File: config.mk
export PLATFORM = sky130hd
export DESIGN_NAME = sync_to_e1of4_tx_flat
export DESIGN_NICKNAME = d
export VERILOG_FILES = /design/src/rtl/sync_to_e1of4_tx_pkg.sv /design/src/rtl/sync_to_e1of4_tx_if.sv /design/src/rtl/sync_to_e1of4_tx_sync_fifo.sv /design/src/rtl/sync_to_e1of4_tx.sv /design/src/flat_wrapper.sv
export SDC_FILE = /design/constraint.sdc
export NUM_CORES = 1
export LEC_CHECK = 0
export ABC_AREA = 1
export ABC_CLOCK_PERIOD_IN_PS = 1600
export CORE_MARGIN = 5
export CORE_UTILIZATION = 40
export CTS_BUF_LIST = sky130_fd_sc_hd__clkbuf_2
export CTS_CLUSTER_SIZE = 40
export DETAILED_ROUTE_END_ITERATION = 7
export PLACE_DENSITY_LB_ADDON = 0.08
export SLEW_MARGIN = 20
export SYNTH_ARGS = -nofsm -noshare
export SYNTH_HDL_FRONTEND = slang
export SYNTH_SLANG_ARGS = --single-unit
File: constraint.sdc
create_clock -name CLK -period 1.6 [get_ports CLK]
set_input_delay 0.24 -clock CLK [delete_from_list [all_inputs] [get_ports CLK]]
set_output_delay 0.24 -clock CLK [all_outputs]
set_load 0.1 [all_outputs]
File: src/rtl/sync_to_e1of4_tx_pkg.sv
`default_nettype none
// ============================================================================
// Module      : sync_to_e1of4_tx_pkg
// Description : Shared types and helpers for the clocked-to-e1of4 transmit
//               bridge: FSM state encoding, digit/rail widths and the
//               2-bit to 1-of-4 rail encoder.
// Revision    : 1.0 - initial release
// ============================================================================
package sync_to_e1of4_tx_pkg;

    // Handshake FSM: neutral/ready, data on rails, waiting for enable return
    typedef enum logic [1:0] {
        S_NULL = 2'd0,
        S_DATA = 2'd1,
        S_WAIT = 2'd2
    } state_t;

    localparam int NDIG_DEFAULT = 1;
    localparam int DIGIT_W      = 2;   // binary bits per 1-of-4 digit
    localparam int RAIL_W       = 4;   // rails per 1-of-4 digit

    // Data width of a token carrying ndig digits
    function automatic int data_width(input int ndig);
        return DIGIT_W * ndig;
    endfunction

    // One-hot rail vector for a 2-bit digit value
    function automatic logic [RAIL_W-1:0] onehot4(input logic [DIGIT_W-1:0] v);
        return 4'b0001 << v;
    endfunction

endpackage
`default_nettype wire

File: src/rtl/sync_to_e1of4_tx_if.sv
`default_nettype none
// ============================================================================
// Module      : sync_to_e1of4_tx_if
// Description : Bundles the synchronous valid/ready input and the e1of4
//               output channel of the transmit bridge.
//               in_data/in_valid/in_ready : clocked word input
//               Tx                        : 4*NDIG one-hot rails
//               Txe                       : asynchronous receiver enable
//               master : producer + receiver side (testbench / system)
//               slave  : the bridge itself
// Revision    : 1.0 - initial release
// ============================================================================
interface sync_to_e1of4_tx_if #(
    parameter int NDIG = 1
) ();
    logic [2*NDIG-1:0] in_data;
    logic              in_valid;
    logic              in_ready;
    logic [4*NDIG-1:0] Tx;
    logic              Txe;

    modport master (
        output in_data,
        output in_valid,
        output Txe,
        input  in_ready,
        input  Tx
    );

    modport slave (
        input  in_data,
        input  in_valid,
        input  Txe,
        output in_ready,
        output Tx
    );
endinterface
`default_nettype wire

File: src/rtl/sync_to_e1of4_tx_sync_fifo.sv
`default_nettype none
// ============================================================================
// Module      : sync_fifo
// Description : Small synchronous FIFO with registered flags.
//               clk       : clock
//               rst_n     : synchronous active-low reset (flushes contents)
//               push      : write request, honoured only when wr_ready
//               push_data : write word
//               pop       : read request, honoured only when !empty
//               head      : oldest word (valid while !empty)
//               wr_ready  : space available (low during reset)
//               empty     : no words stored
// Revision    : 1.0 - initial release
// ============================================================================
module sync_fifo
    import sync_to_e1of4_tx_pkg::*;
#(
    parameter int WIDTH = 2,
    parameter int DEPTH = 4
) (
    input  logic             clk,
    input  logic             rst_n,
    input  logic             push,
    input  logic [WIDTH-1:0] push_data,
    input  logic             pop,
    output logic [WIDTH-1:0] head,
    output logic             wr_ready,
    output logic             empty
);
    localparam int             AW       = (DEPTH > 1) ? $clog2(DEPTH) : 1;
    localparam logic [AW:0]    FULL_CNT = (AW+1)'(DEPTH);

    logic [WIDTH-1:0] mem [DEPTH];
    logic [AW-1:0]    wr_ptr;
    logic [AW-1:0]    rd_ptr;
    logic [AW:0]      count;
    logic [AW:0]      count_next;
    logic             push_ok;
    logic             pop_ok;

    // Push is gated by the registered ready flag, so a full FIFO refuses a
    // push even when a pop happens in the same cycle.
    assign push_ok = push && wr_ready;
    assign pop_ok  = pop && !empty;
    assign head    = mem[rd_ptr];

    always_comb begin
        count_next = count;
        if (push_ok && !pop_ok) begin
            count_next = count + 1'b1;
        end else if (!push_ok && pop_ok) begin
            count_next = count - 1'b1;
        end
    end

    // Flags are computed from the next occupancy so they are exact the
    // cycle after each transfer without any combinational path to ports.
    always_ff @(posedge clk) begin
        if (!rst_n) begin
            wr_ptr   <= '0;
            rd_ptr   <= '0;
            count    <= '0;
            wr_ready <= 1'b0;
            empty    <= 1'b1;
        end else begin
            if (push_ok) wr_ptr <= wr_ptr + 1'b1;
            if (pop_ok)  rd_ptr <= rd_ptr + 1'b1;
            count    <= count_next;
            wr_ready <= (count_next != FULL_CNT);
            empty    <= (count_next == '0);
        end
    end

    always_ff @(posedge clk) begin
        if (push_ok) begin
            mem[wr_ptr] <= push_data;
        end
    end

endmodule
`default_nettype wire

File: src/rtl/sync_to_e1of4_tx.sv
`default_nettype none
// ============================================================================
// Module      : sync_to_e1of4_tx
// Description : Clocked-to-QDI transmit bridge. Buffers binary words from a
//               valid/ready interface and emits each as NDIG parallel 1-of-4
//               digits on an enable-qualified four-phase channel.
//               CLK      : system clock, rising edge
//               RESET    : synchronous active-low reset
//               bus      : in_data/in_valid/in_ready input, Tx rails, Txe
//               tx_count : tokens completed (wraps)
//               busy     : FIFO non-empty or handshake in progress
// Revision    : 1.0 - initial release
// ============================================================================
module sync_to_e1of4_tx
    import sync_to_e1of4_tx_pkg::*;
#(
    parameter int NDIG        = NDIG_DEFAULT,
    parameter int FIFO_DEPTH  = 4,
    parameter int SYNC_STAGES = 2,
    parameter int CNT_W       = 16
) (
    input  logic                 CLK,
    input  logic                 RESET,
    sync_to_e1of4_tx_if.slave    bus,
    output logic [CNT_W-1:0]     tx_count,
    output logic                 busy
);
    localparam int DATA_W  = data_width(NDIG);
    localparam int RAILS_W = RAIL_W * NDIG;

    state_t                 state;
    state_t                 state_next;
    logic [SYNC_STAGES-1:0] txe_sync;
    logic                   txe_s;
    logic [RAILS_W-1:0]     tx_rails;
    logic [RAILS_W-1:0]     rails_next;
    logic [RAILS_W-1:0]     launch_rails;
    logic [CNT_W-1:0]       count_next;
    logic [DATA_W-1:0]      fifo_head;
    logic                   fifo_empty;
    logic                   fifo_ready;
    logic                   fifo_pop;

    sync_fifo #(
        .WIDTH (DATA_W),
        .DEPTH (FIFO_DEPTH)
    ) u_fifo (
        .clk       (CLK),
        .rst_n     (RESET),
        .push      (bus.in_valid),
        .push_data (bus.in_data),
        .pop       (fifo_pop),
        .head      (fifo_head),
        .wr_ready  (fifo_ready),
        .empty     (fifo_empty)
    );

    assign bus.in_ready = fifo_ready;
    assign bus.Tx       = tx_rails;   // rails straight from flops
    assign txe_s        = txe_sync[SYNC_STAGES-1];
    assign busy         = !fifo_empty || (state != S_NULL);

    // Encode the FIFO head into rails; only latched on launch from S_NULL,
    // where the rails are all-zero, so a digit never passes through a
    // multi-hot value.
    always_comb begin
        launch_rails = '0;
        for (int d = 0; d < NDIG; d++) begin
            launch_rails[RAIL_W*d +: RAIL_W] = onehot4(fifo_head[DIGIT_W*d +: DIGIT_W]);
        end
    end

    always_comb begin
        state_next = state;
        rails_next = tx_rails;
        count_next = tx_count;
        fifo_pop   = 1'b0;
        case (state)
            S_NULL: begin
                rails_next = '0;
                if (!fifo_empty && txe_s) begin
                    fifo_pop   = 1'b1;
                    rails_next = launch_rails;
                    state_next = S_DATA;
                end
            end
            S_DATA: begin
                if (!txe_s) begin
                    rails_next = '0;
                    count_next = tx_count + 1'b1;
                    state_next = S_WAIT;
                end
            end
            S_WAIT: begin
                // Returning to S_NULL rather than launching here keeps at
                // least one full neutral cycle between tokens.
                rails_next = '0;
                if (txe_s) begin
                    state_next = S_NULL;
                end
            end
            default: begin
                rails_next = '0;
                state_next = S_NULL;
            end
        endcase
    end

    always_ff @(posedge CLK) begin
        if (!RESET) begin
            txe_sync <= '0;
            state    <= S_NULL;
            tx_rails <= '0;
            tx_count <= '0;
        end else begin
            txe_sync <= {txe_sync[SYNC_STAGES-2:0], bus.Txe};
            state    <= state_next;
            tx_rails <= rails_next;
            tx_count <= count_next;
        end
    end

endmodule
`default_nettype wire

File: src/flat_wrapper.sv
// flat-port wrapper written by rule: the top's interface ports become plain ports
module sync_to_e1of4_tx_flat import sync_to_e1of4_tx_pkg::*;
#(
    parameter int NDIG        = NDIG_DEFAULT,
    parameter int FIFO_DEPTH  = 4,
    parameter int SYNC_STAGES = 2,
    parameter int CNT_W       = 16
)
  (CLK, RESET, tx_count, busy, bus_in_data, bus_in_valid, bus_Txe, bus_in_ready, bus_Tx);
  sync_to_e1of4_tx_if #(.NDIG(NDIG)) bus_i ();
  input  logic CLK;
  input  logic RESET;
  output logic [CNT_W-1:0] tx_count;
  output logic busy;
  input wire logic [$bits(bus_i.in_data)-1:0] bus_in_data;
  input wire logic [$bits(bus_i.in_valid)-1:0] bus_in_valid;
  input wire logic [$bits(bus_i.Txe)-1:0] bus_Txe;
  output wire logic [$bits(bus_i.in_ready)-1:0] bus_in_ready;
  output wire logic [$bits(bus_i.Tx)-1:0] bus_Tx;
  assign bus_i.in_data = bus_in_data;
  assign bus_i.in_valid = bus_in_valid;
  assign bus_i.Txe = bus_Txe;
  assign bus_in_ready = bus_i.in_ready;
  assign bus_Tx = bus_i.Tx;
  sync_to_e1of4_tx #(.NDIG(NDIG), .FIFO_DEPTH(FIFO_DEPTH), .SYNC_STAGES(SYNC_STAGES), .CNT_W(CNT_W)) u_core (.CLK(CLK), .RESET(RESET), .bus(bus_i), .tx_count(tx_count), .busy(busy));
endmodule
==> metrics.txt <==
CTS tree done; Syn Nets 280; Synth warnings 0; register area share after synthesis between 40 and 50%; Hold Fails Final Rpt 0; Lkg Pwr approximately 1.1 nW; status finished clean; final std cells w/o fill 373; Tmin final 1.47 ns; Endpoint, Worst Hold u_core.txe_sync[0]$_SDFF_PN0_; # rows 26; largest net degree at the start of global routing 14; worst path required time 1.36 ns; per-cell routed wire length between 10 and 15 um; area grow syn2layout 33.6%; ANT cells 0; CTS sink count 43; RSZ-0062 raised after global routing false; DRC violations left 0; layout cells sized above 1 around 22%; layout net count around 320; Seq cells post-synth 43; Setup TNS 0 ns; quantity of I/O buffers inserted on ports 27; CP Max Fanout 3; Rel. slew slack a little over two thirds; Worst Path Arrival 1.23 ns; WP buf/inv 1; RR Startpoint u_core.tx_count[1]$_SDFFE_PN0P_; final hold slack about 0.36 ns; Min-Delay Startpoint bus_Txe; fin. max-slew vios 0; CP Launch Type register; vias in the first global route roughly 1500; Ports 28; Reg2Reg Capture Point u_core.tx_count[10]$_SDFFE_PN0P_; Die ar. between 6000 and 7000 um^2; highest clock rate 682 MHz; clk buf depth 2; Final WS setup between 0.1 and 0.15 ns; CTS Buf Count 5; initial antenna violation count 0; Clock Latency Late Sink approximately 0.39 ns; gr ovfl total 0; period utilisation layout between 90% and 100%; Synth Instances 267; die width 81.2 um; CP delay by family, top flip-flops; most common cell after layout, fill and taps aside nand2_1; worst hold path class in -> reg; CP peak stage delay 0.39 ns; Post-Place Worst Slack approximately 0.097 ns; Worst-path clk slew 0.21 ns; Tot GR Track Use about 13%; Peak VDD IR ~0.00094 V; Antenna Nets Post-Route 0; Pre-Repair DR Iteration Count 4; P per Cell Area 881 nW/um^2; H-Tree Depth 2; # hold bufs at CTS 0; WP depth 3; vias after detailed routing about 1700; Slew @ Worst Pin approximately 0.45 ns; # setup viols final 0; 1st-iter DRT viols 65; Die H roughly 80 um; Initial Util between 40% and 50%; DP Cell Count ~360; core area around 5000 um^2; critical path class reg -> out; mapped cell area 2030 um^2; Detailed Place HPWL ~3100 um; Critical Path Slowest Stage Cell dfxtp_4; GP Congestion 0.758; Syn Area/Cell between 7 and 8 um^2; r2r setup slk 0.20 ns; WL final 3950 um; first-pass GRT wire length approximately 6800 um; post-synth cell types 26; max-cap violations 0; cells along the critical path nor2_2 -> nand2_2 -> buf_12; commonest cells after routing, fill and taps aside nand2_1, inv_1, nor2_1, buf_12; r2r worst-path depth 7; Setup Skew ~0.014 ns; Via density approximately 4.5; Critical Path Source u_core.state[0]$_SDFFE_PN0P_; hold depth 3; Root Driver clkbuf_2; Critical Path Sink Type primary output
-- worst max path at each step --
| stage | endpoint | slack (ns) |
|---|---|---|
| finish | busy | 0.13 |
| CTS | busy | 0.001 |
| global route | busy | 0.009 |
| global placement | u_core.u_fifo.empty$_SDFF_PN1_ | 0.14 |
| floorplan | u_core.tx_count[14]$_SDFFE_PN0P_ | 0.03 |
| detailed placement | u_core.u_fifo.mem[0][0]$_DFFE_PP_ | 0.1 |
-- synthesized netlist by cell type, drive strengths merged --
master,instances,area share [%]
nand2,67,13
inv,48,8.9
nor2,36,8.6
dfxtp,35,35
nand3,21,6.0
a21oi,18,4.4
o21ai,9,2.2
edfxtp,8,12
ha,7,4.3
nand4,6,2.2
clkbuf,3,0.62
nor3,2,0.49
nor3b,2,0.74
o211ai,2,0.74
and3,1,0.31
buf,1,0.56
xor2,1,0.43
-- worst min-delay path: cells and delay by family --
kind | cells | cell delay, ns
buf+inv | 2 | 0.43
simple gates | 1 | 0.06
-- per-stage QoR --
step | util [%] | power (mW) | area, um^2
floorplan | - | 1.76 | 2060
global placement | 52.9 | 1.95 | 2650
detailed placement | 52.9 | 1.96 | 2650
CTS | 53.7 | 2.42 | 2690
global route | 54.1 | 2.56 | 2710
finish | 54.1 | 2.39 | 2710
-- repair_timing --
item	CTS	global route
gates cloned	0	0
gates resized for setup	1	5
setup buffers	0	1
pin swaps	0	0
endpoints found under the setup margin	1	3
-- sequential cells by signal, indices dropped and copies added (netlist names), named ones only --
name / count
u_core.bus.Tx: 4
u_core.u_fifo.wr_ptr: 2
u_core.u_fifo.count: 3
u_core.u_fifo.mem: 8
u_core.u_fifo.wr_ready: 1
u_core.u_fifo.rd_ptr: 2
u_core.state: 2
u_core.txe_sync: 2
u_core.tx_count: 16
u_core.u_fifo.empty: 1
-- layer usage --
| layer | global-route usage, % | vias to the layer above | wire, um | share of wire, % |
|---|---|---|---|---|
| li1 | - | 904 | - | - |
| met1 | 17.8 | 742 | 2000 | 51 |
| met2 | 20.4 | 21 | 1750 | 44 |
| met3 | 4.10 | 4 | 129 | 3.3 |
| met4 | 5.41 | 0 | 61 | 1.5 |
| met5 | 0 | - | 0 | 0 |
-- report_power, final --
part	switching, mW	internal, mW	total (mW)
clock network	0.342	0.108	0.450
logic	0.439	0.247	0.686
registers	0.0634	1.19	1.25
total	0.844	1.54	2.39
-- kinds of logic after synthesis --
| logic type | synth area share, % |
|---|---|
| AO/OA/AOI/OAI | 7.40 |
| flip-flops | 46.4 |
| XOR/XNOR | 0.432 |
| adder cells (fa/ha/maj) | 4.32 |
| buffers and inverters | 10.1 |
| AND/OR/NAND/NOR | 31.4 |
-- final cells by class --
cell class	count	area, um^2
flip-flops and latches	43	968
well taps	70	87.6
inverters	48	180
multi-input cells	172	906
clock buffers	6	30.0
fillers	488	2300
clock inverters	2	8.76
repair buffers	32	528
Note: power is estimated with default switching activity, not from simulation.
